[src/rtl/demux_pkg.sv]
// Shared defaults and helpers for the 1-to-2 demultiplexer and its channel buffers.
package demux_pkg;

  localparam int unsigned WIDTH_DEF = 64;
  localparam int unsigned DEPTH_DEF = 2;
  localparam int unsigned CNT_W_DEF = 16;

  typedef enum logic {
    CH0 = 1'b0,
    CH1 = 1'b1
  } chan_e;

  // Pointer width that stays legal for a single-entry buffer.
  function automatic int unsigned ptr_w(input int unsigned depth);
    return (depth > 1) ? $clog2(depth) : 1;
  endfunction

endpackage

[src/rtl/demux1t2_64_fifo_buf.sv]
// Small synchronous FIFO with registered storage; head is zero whenever the buffer is empty.
module fifo_buf
  import demux_pkg::*;
#(
  parameter int unsigned WIDTH = WIDTH_DEF,
  parameter int unsigned DEPTH = DEPTH_DEF
) (
  input  logic             clk,
  input  logic             rst_n,
  input  logic             i_push,
  input  logic [WIDTH-1:0] i_data,
  input  logic             i_pop,
  output logic             o_full,
  output logic             o_empty,
  output logic [WIDTH-1:0] o_head
);

  localparam int unsigned PW = ptr_w(DEPTH);
  localparam int unsigned OW = $clog2(DEPTH + 1);

  logic [WIDTH-1:0] r_mem [DEPTH];
  logic [PW-1:0]    r_wptr;
  logic [PW-1:0]    r_rptr;
  logic [OW-1:0]    r_occ;
  logic             w_do_push;
  logic             w_do_pop;

  assign o_full    = (r_occ == OW'(DEPTH));
  assign o_empty   = (r_occ == '0);
  // A full buffer refuses the push even if it is being popped this cycle.
  assign w_do_push = i_push & ~o_full;
  assign w_do_pop  = i_pop & ~o_empty;
  assign o_head    = o_empty ? '0 : r_mem[r_rptr];

  always_ff @(posedge clk) begin
    if (w_do_push) begin
      r_mem[r_wptr] <= i_data;
    end
  end

  always_ff @(posedge clk) begin
    if (!rst_n) begin
      r_wptr <= '0;
      r_rptr <= '0;
      r_occ  <= '0;
    end else begin
      if (w_do_push) begin
        r_wptr <= (r_wptr == PW'(DEPTH - 1)) ? '0 : r_wptr + 1'b1;
      end
      if (w_do_pop) begin
        r_rptr <= (r_rptr == PW'(DEPTH - 1)) ? '0 : r_rptr + 1'b1;
      end
      case ({w_do_push, w_do_pop})
        2'b10:   r_occ <= r_occ + 1'b1;
        2'b01:   r_occ <= r_occ - 1'b1;
        default: r_occ <= r_occ;
      endcase
    end
  end

endmodule

[src/rtl/demux1t2_64.sv]
// Routes an input word stream into one of two buffered channels and counts words per channel.
module demux1t2_64
  import demux_pkg::*;
#(
  parameter int unsigned WIDTH = WIDTH_DEF,
  parameter int unsigned DEPTH = DEPTH_DEF,
  parameter int unsigned CNT_W = CNT_W_DEF
) (
  input  logic             clk,
  input  logic             rst_n,
  input  logic             i_valid,
  output logic             i_ready,
  input  logic [WIDTH-1:0] i_data,
  input  logic             i_sel,
  output logic             o0_valid,
  input  logic             o0_ready,
  output logic [WIDTH-1:0] o0_data,
  output logic             o1_valid,
  input  logic             o1_ready,
  output logic [WIDTH-1:0] o1_data,
  output logic [CNT_W-1:0] cnt0,
  output logic [CNT_W-1:0] cnt1
);

  logic             w_full0;
  logic             w_full1;
  logic             w_empty0;
  logic             w_empty1;
  logic             w_accept;
  logic             w_push0;
  logic             w_push1;
  logic [CNT_W-1:0] r_cnt0;
  logic [CNT_W-1:0] r_cnt1;

  // Held low during reset so nothing is accepted while buffers are being cleared.
  assign i_ready  = rst_n & ~((chan_e'(i_sel) == CH1) ? w_full1 : w_full0);
  assign w_accept = i_valid & i_ready;
  assign w_push0  = w_accept & (chan_e'(i_sel) == CH0);
  assign w_push1  = w_accept & (chan_e'(i_sel) == CH1);

  assign o0_valid = ~w_empty0;
  assign o1_valid = ~w_empty1;
  assign cnt0     = r_cnt0;
  assign cnt1     = r_cnt1;

  fifo_buf #(.WIDTH(WIDTH), .DEPTH(DEPTH)) u_buf0 (
    .clk     (clk),
    .rst_n   (rst_n),
    .i_push  (w_push0),
    .i_data  (i_data),
    .i_pop   (o0_ready),
    .o_full  (w_full0),
    .o_empty (w_empty0),
    .o_head  (o0_data)
  );

  fifo_buf #(.WIDTH(WIDTH), .DEPTH(DEPTH)) u_buf1 (
    .clk     (clk),
    .rst_n   (rst_n),
    .i_push  (w_push1),
    .i_data  (i_data),
    .i_pop   (o1_ready),
    .o_full  (w_full1),
    .o_empty (w_empty1),
    .o_head  (o1_data)
  );

  always_ff @(posedge clk) begin
    if (!rst_n) begin
      r_cnt0 <= '0;
      r_cnt1 <= '0;
    end else begin
      if (w_push0) r_cnt0 <= r_cnt0 + 1'b1;
      if (w_push1) r_cnt1 <= r_cnt1 + 1'b1;
    end
  end

endmodule
[config.mk]
export PLATFORM = sky130hd
export DESIGN_NAME = demux1t2_64
export DESIGN_NICKNAME = d
export VERILOG_FILES = /design/src/rtl/demux_pkg.sv /design/src/rtl/demux1t2_64_fifo_buf.sv /design/src/rtl/demux1t2_64.sv
export SDC_FILE = /design/constraint.sdc
export NUM_CORES = 1
export LEC_CHECK = 0
export BUFFER_PORTS_ARGS = -buffer_cell sky130_fd_sc_hd__buf_2
export CAP_MARGIN = 20
export CELL_PAD_IN_SITES_DETAIL_PLACEMENT = 0
export CELL_PAD_IN_SITES_GLOBAL_PLACEMENT = 2
export CORE_UTILIZATION = 41
export DETAILED_ROUTE_END_ITERATION = 7
export HOLD_SLACK_MARGIN = 0.08
export PLACE_DENSITY = 0.85
export SETUP_SLACK_MARGIN = 0.4
export SLEW_MARGIN = 20
export SYNTH_ARGS = -nofsm -noshare
export SYNTH_HDL_FRONTEND = slang
export SYNTH_SLANG_ARGS = --single-unit
[constraint.sdc]
create_clock -name clk -period 11.34 [get_ports clk]
set_input_delay 1.134 -clock clk [delete_from_list [all_inputs] [get_ports clk]]
set_output_delay 1.134 -clock clk [all_outputs]
set_load 0.005 [all_outputs]
==> impl_metrics.ini <==
[setup_path]
cp_slowest_cell = clkinv_1
cp.buffers_inverters = 3
critPathArrivalTime_ps = 2870
critPathMaxStageDelay_ps = 850
crit_path_start = rst_n
cp_common_cell = buf_2
critPathTopFamily = buffers and inverters
rr_endpoint = u_buf1.r_mem[0][31]
crit_path_cell_trace = buf_2, clkinv_1, a211oi_1, buf_2
crit_fanout = 34
cp.depth = 4
startpoint_type = input pin
crit_type = in -> out
rr_worst_depth = 5
reg2reg_slack_ps = 8580
crit_end = i_ready
critPathCaptureType = output pin
worstReg2RegStart = u_buf1.r_occ[0]
required_ps = 10210

[sta]
max_slew_margin = 0.3059
tns_ps = 0
tightest_slew_ps = 1041
slew_viol_final = 0
fmax_mhz = 249.6
finalSetupViolCount = 0
period_share = 0.3533
fin_skew_ps = 8.420
fin_crit_ps = 4006
grt_setup_unrepaired = false
hold_viol_final = 0

[global_routing]
grt_overflow = 0
antenna_found_initial = 1
grt_max_degree = 65
globalRouteTotalUtil = 0.1700
grt_pass1_vias = 6592
grt_pass1_wl_mm = 37.43

[cts]
cts_sinks = 298
cts_buffers = 30
cts_root_buf = clkbuf_16
hold_buffers = 0
insertion_delay_ps = 540
clockBufferDepth = 3
clkTransAtPathRegs_ps = 60
postCtsSetupBuffers = 0
htreeDepth = 1
post_cts_resized = 0
tritoncts = yes

[synthesis]
yosysWarnings = 0
ys_types = 37
ys_seq_elements = 298
synth_area_sq_um = 11520
avgSynthCellArea_sq_um = 15.02
yosysSeqAreaShare = 0.7401
synth_nets = 841
syn-instance-count = 767

[place]
dp_hpwl_mm = 15.20
placed_area_sq_um = 13100
place_congestion = 0.7169
port_buffers = 232

[die]
ios = 233
num_rows = 61
chipWidth_um = 169.7
die_area_sq_um = 28780
start_util = 0.4159
core_sq_um = 27710
die_h_um = 169.7

[finish]
syn_to_final_growth_pct = 21.91
stdcell_area_sq_um = 14050
drive_gt1_frac = 0.2839
finalNetCount = 1076
post-route-util = 0.5071

[power]
vdd_ir_drop_max_v = 0.0001056
power_density_nw_per_um2 = 182.4
leakage_nw = 5.124

[routing]
final_antenna_net_count = 0
drc = 0
num_vias = 6816
routed_via_density = 4.855
drt-pass1-iter-count = 4
drtIter0Drc = 479
wire_per_inst_um = 17.79
wl_mm = 24.98

[run]
maxCapViolCount = 0

[run_status]
status = completed

[hold_path]
hold_class = reg -> reg
## routing by layer
layer	up-vias	global-route usage	part of all wire
li1	3294	-	-
met1	3280	0.2248	0.44
met2	207	0.2815	0.47
met3	35	0.03988	0.072
met4	0	0.04387	0.019
met5	-	0	0
## registers in the layout (all words and copies together) (netlist names), named ones only
signal	cells
cnt0	16
cnt1	16
u_buf0.r_mem	128
u_buf0.r_occ	2
u_buf0.r_rptr	1
u_buf0.r_wptr	1
u_buf1.r_mem	128
u_buf1.r_occ	2
u_buf1.r_rptr	1
u_buf1.r_wptr	1
## placed cells by master (no fill, tap or decap), types with 2 or more instances in the layout
master      instances
nor2_4              4
nand2_1            15
nand4_1             6
nor3_1              4
dfxtp_4             2
bufinv_16           2
clkinv_1            7
a21oi_1            15
nand2b_1            3
dfxtp_1            40
edfxtp_1          256
and2_1              6
nor4b_1             3
nor2b_1             2
o21ai_0             9
inv_1               8
and4_1              3
nor4_1              3
o31ai_1             6
clkinv_2            6
clkbuf_16          31
xnor2_1            15
buf_2             232
ha_1                4
mux2i_1           132
or3_1              10
and3_4              2
and3_1              5
nand3_1            10
clkinvlp_4          2
buf_4               6
clkbuf_1            6
xor2_1              6
nor2_1            148
or4_1               5
## cell families after synthesis
| family | count (synthesis) | synth area share |
|---|---|---|
| and+or+nand+nor | 234 | 0.09208 |
| xor gates and xnor gates | 21 | 0.01596 |
| AOI/OAI and AO/OA | 34 | 0.01716 |
| muxes | 132 | 0.1147 |
| buffers and inverters | 44 | 0.01574 |
| DFF | 298 | 0.7401 |
| adders and majority gates | 4 | 0.004343 |
## final cells by class
type / instances / area, sq um
inverter: 9 / 33.78
clock inverter: 18 / 145.1
multi-input combinational: 425 / 2854
antenna: 1 / 2.502
fill: 2435 / 13660
sequential: 298 / 8536
tap: 378 / 473.0
timing repair buffer: 238 / 1206
clock buffer: 37 / 798.3
## worst register-to-register path: cells and delay by family (launching register included)
family | cells | cell delay (ps)
buf+inv | 2 | 830
simple gates | 3 | 1050
flops | 1 | 450
## cells in the mapped netlist
library cell  count  share of area
o311ai_0          1        0.00076
or3_4             1        0.00098
nor3_1            4         0.0017
nand2_1          15         0.0049
o21ai_0           9         0.0039
a21oi_1          15         0.0065
o31ai_1           6         0.0039
xor2_1            6         0.0046
buf_1            12         0.0039
nand4_1           6         0.0033
and3b_1           1        0.00076
clkinv_1          1        0.00033
nand4b_1          1        0.00076
nand2_2           1        0.00054
and2_1            6         0.0033
ha_1              4         0.0043
dfxtp_1          42          0.073
or3_1            10         0.0054
mux2i_1         132           0.11
nand3_1          10         0.0043
nor4b_1           3         0.0023
xnor2_1          15          0.011
edfxtp_1        256           0.67
nor4_1            3         0.0016
nor2_1          152          0.050
a211oi_1          1        0.00065
nand2b_1          3         0.0016
and4_1            3         0.0023
o211ai_1          1        0.00065
buf_2            13         0.0056
and3_1            7         0.0038
or2b_1            1        0.00065
or4_1             5         0.0033
nor2b_1           2         0.0011
o41ai_1           1        0.00076
inv_1             8         0.0026
clkbuf_1         10         0.0033
## how the worst min path moves through the flow
| stage | cells past startpoint | startpoint | end |
|---|---|---|---|
| global route | 1 | cnt1[15] | cnt1[15] |
| CTS | 1 | cnt1[15] | cnt1[15] |
| global placement | 1 | cnt1[15] | cnt1[15] |
| detailed placement | 1 | cnt1[15] | cnt1[15] |
| finish | 1 | cnt1[15] | cnt1[15] |
| floorplan | 1 | cnt1[15] | cnt1[15] |
## stage by stage
step           hold slack (ps)  total power, mW  cells  worst slack [ps]
3_3_place_gp             451.7            1.659   1348              7319
4_1_cts                  463.8            2.596   1403              7281
5_1_grt                  503.5            2.673   1403              7118
6_report                 462.0            2.563   1404              7334
2_1_floorplan            452.6            1.480    767              6378
3_5_place_dp             448.5            1.662   1348              7292
## power breakdown
| group | switching [mW] | internal [mW] | total [mW] |
|---|---|---|---|
| Sequential | 0.0335 | 1.22 | 1.25 |
| Combinational | 0.219 | 0.157 | 0.377 |
| Clock | 0.388 | 0.543 | 0.931 |
No activity file was read; power rests on OpenSTA's default activity.
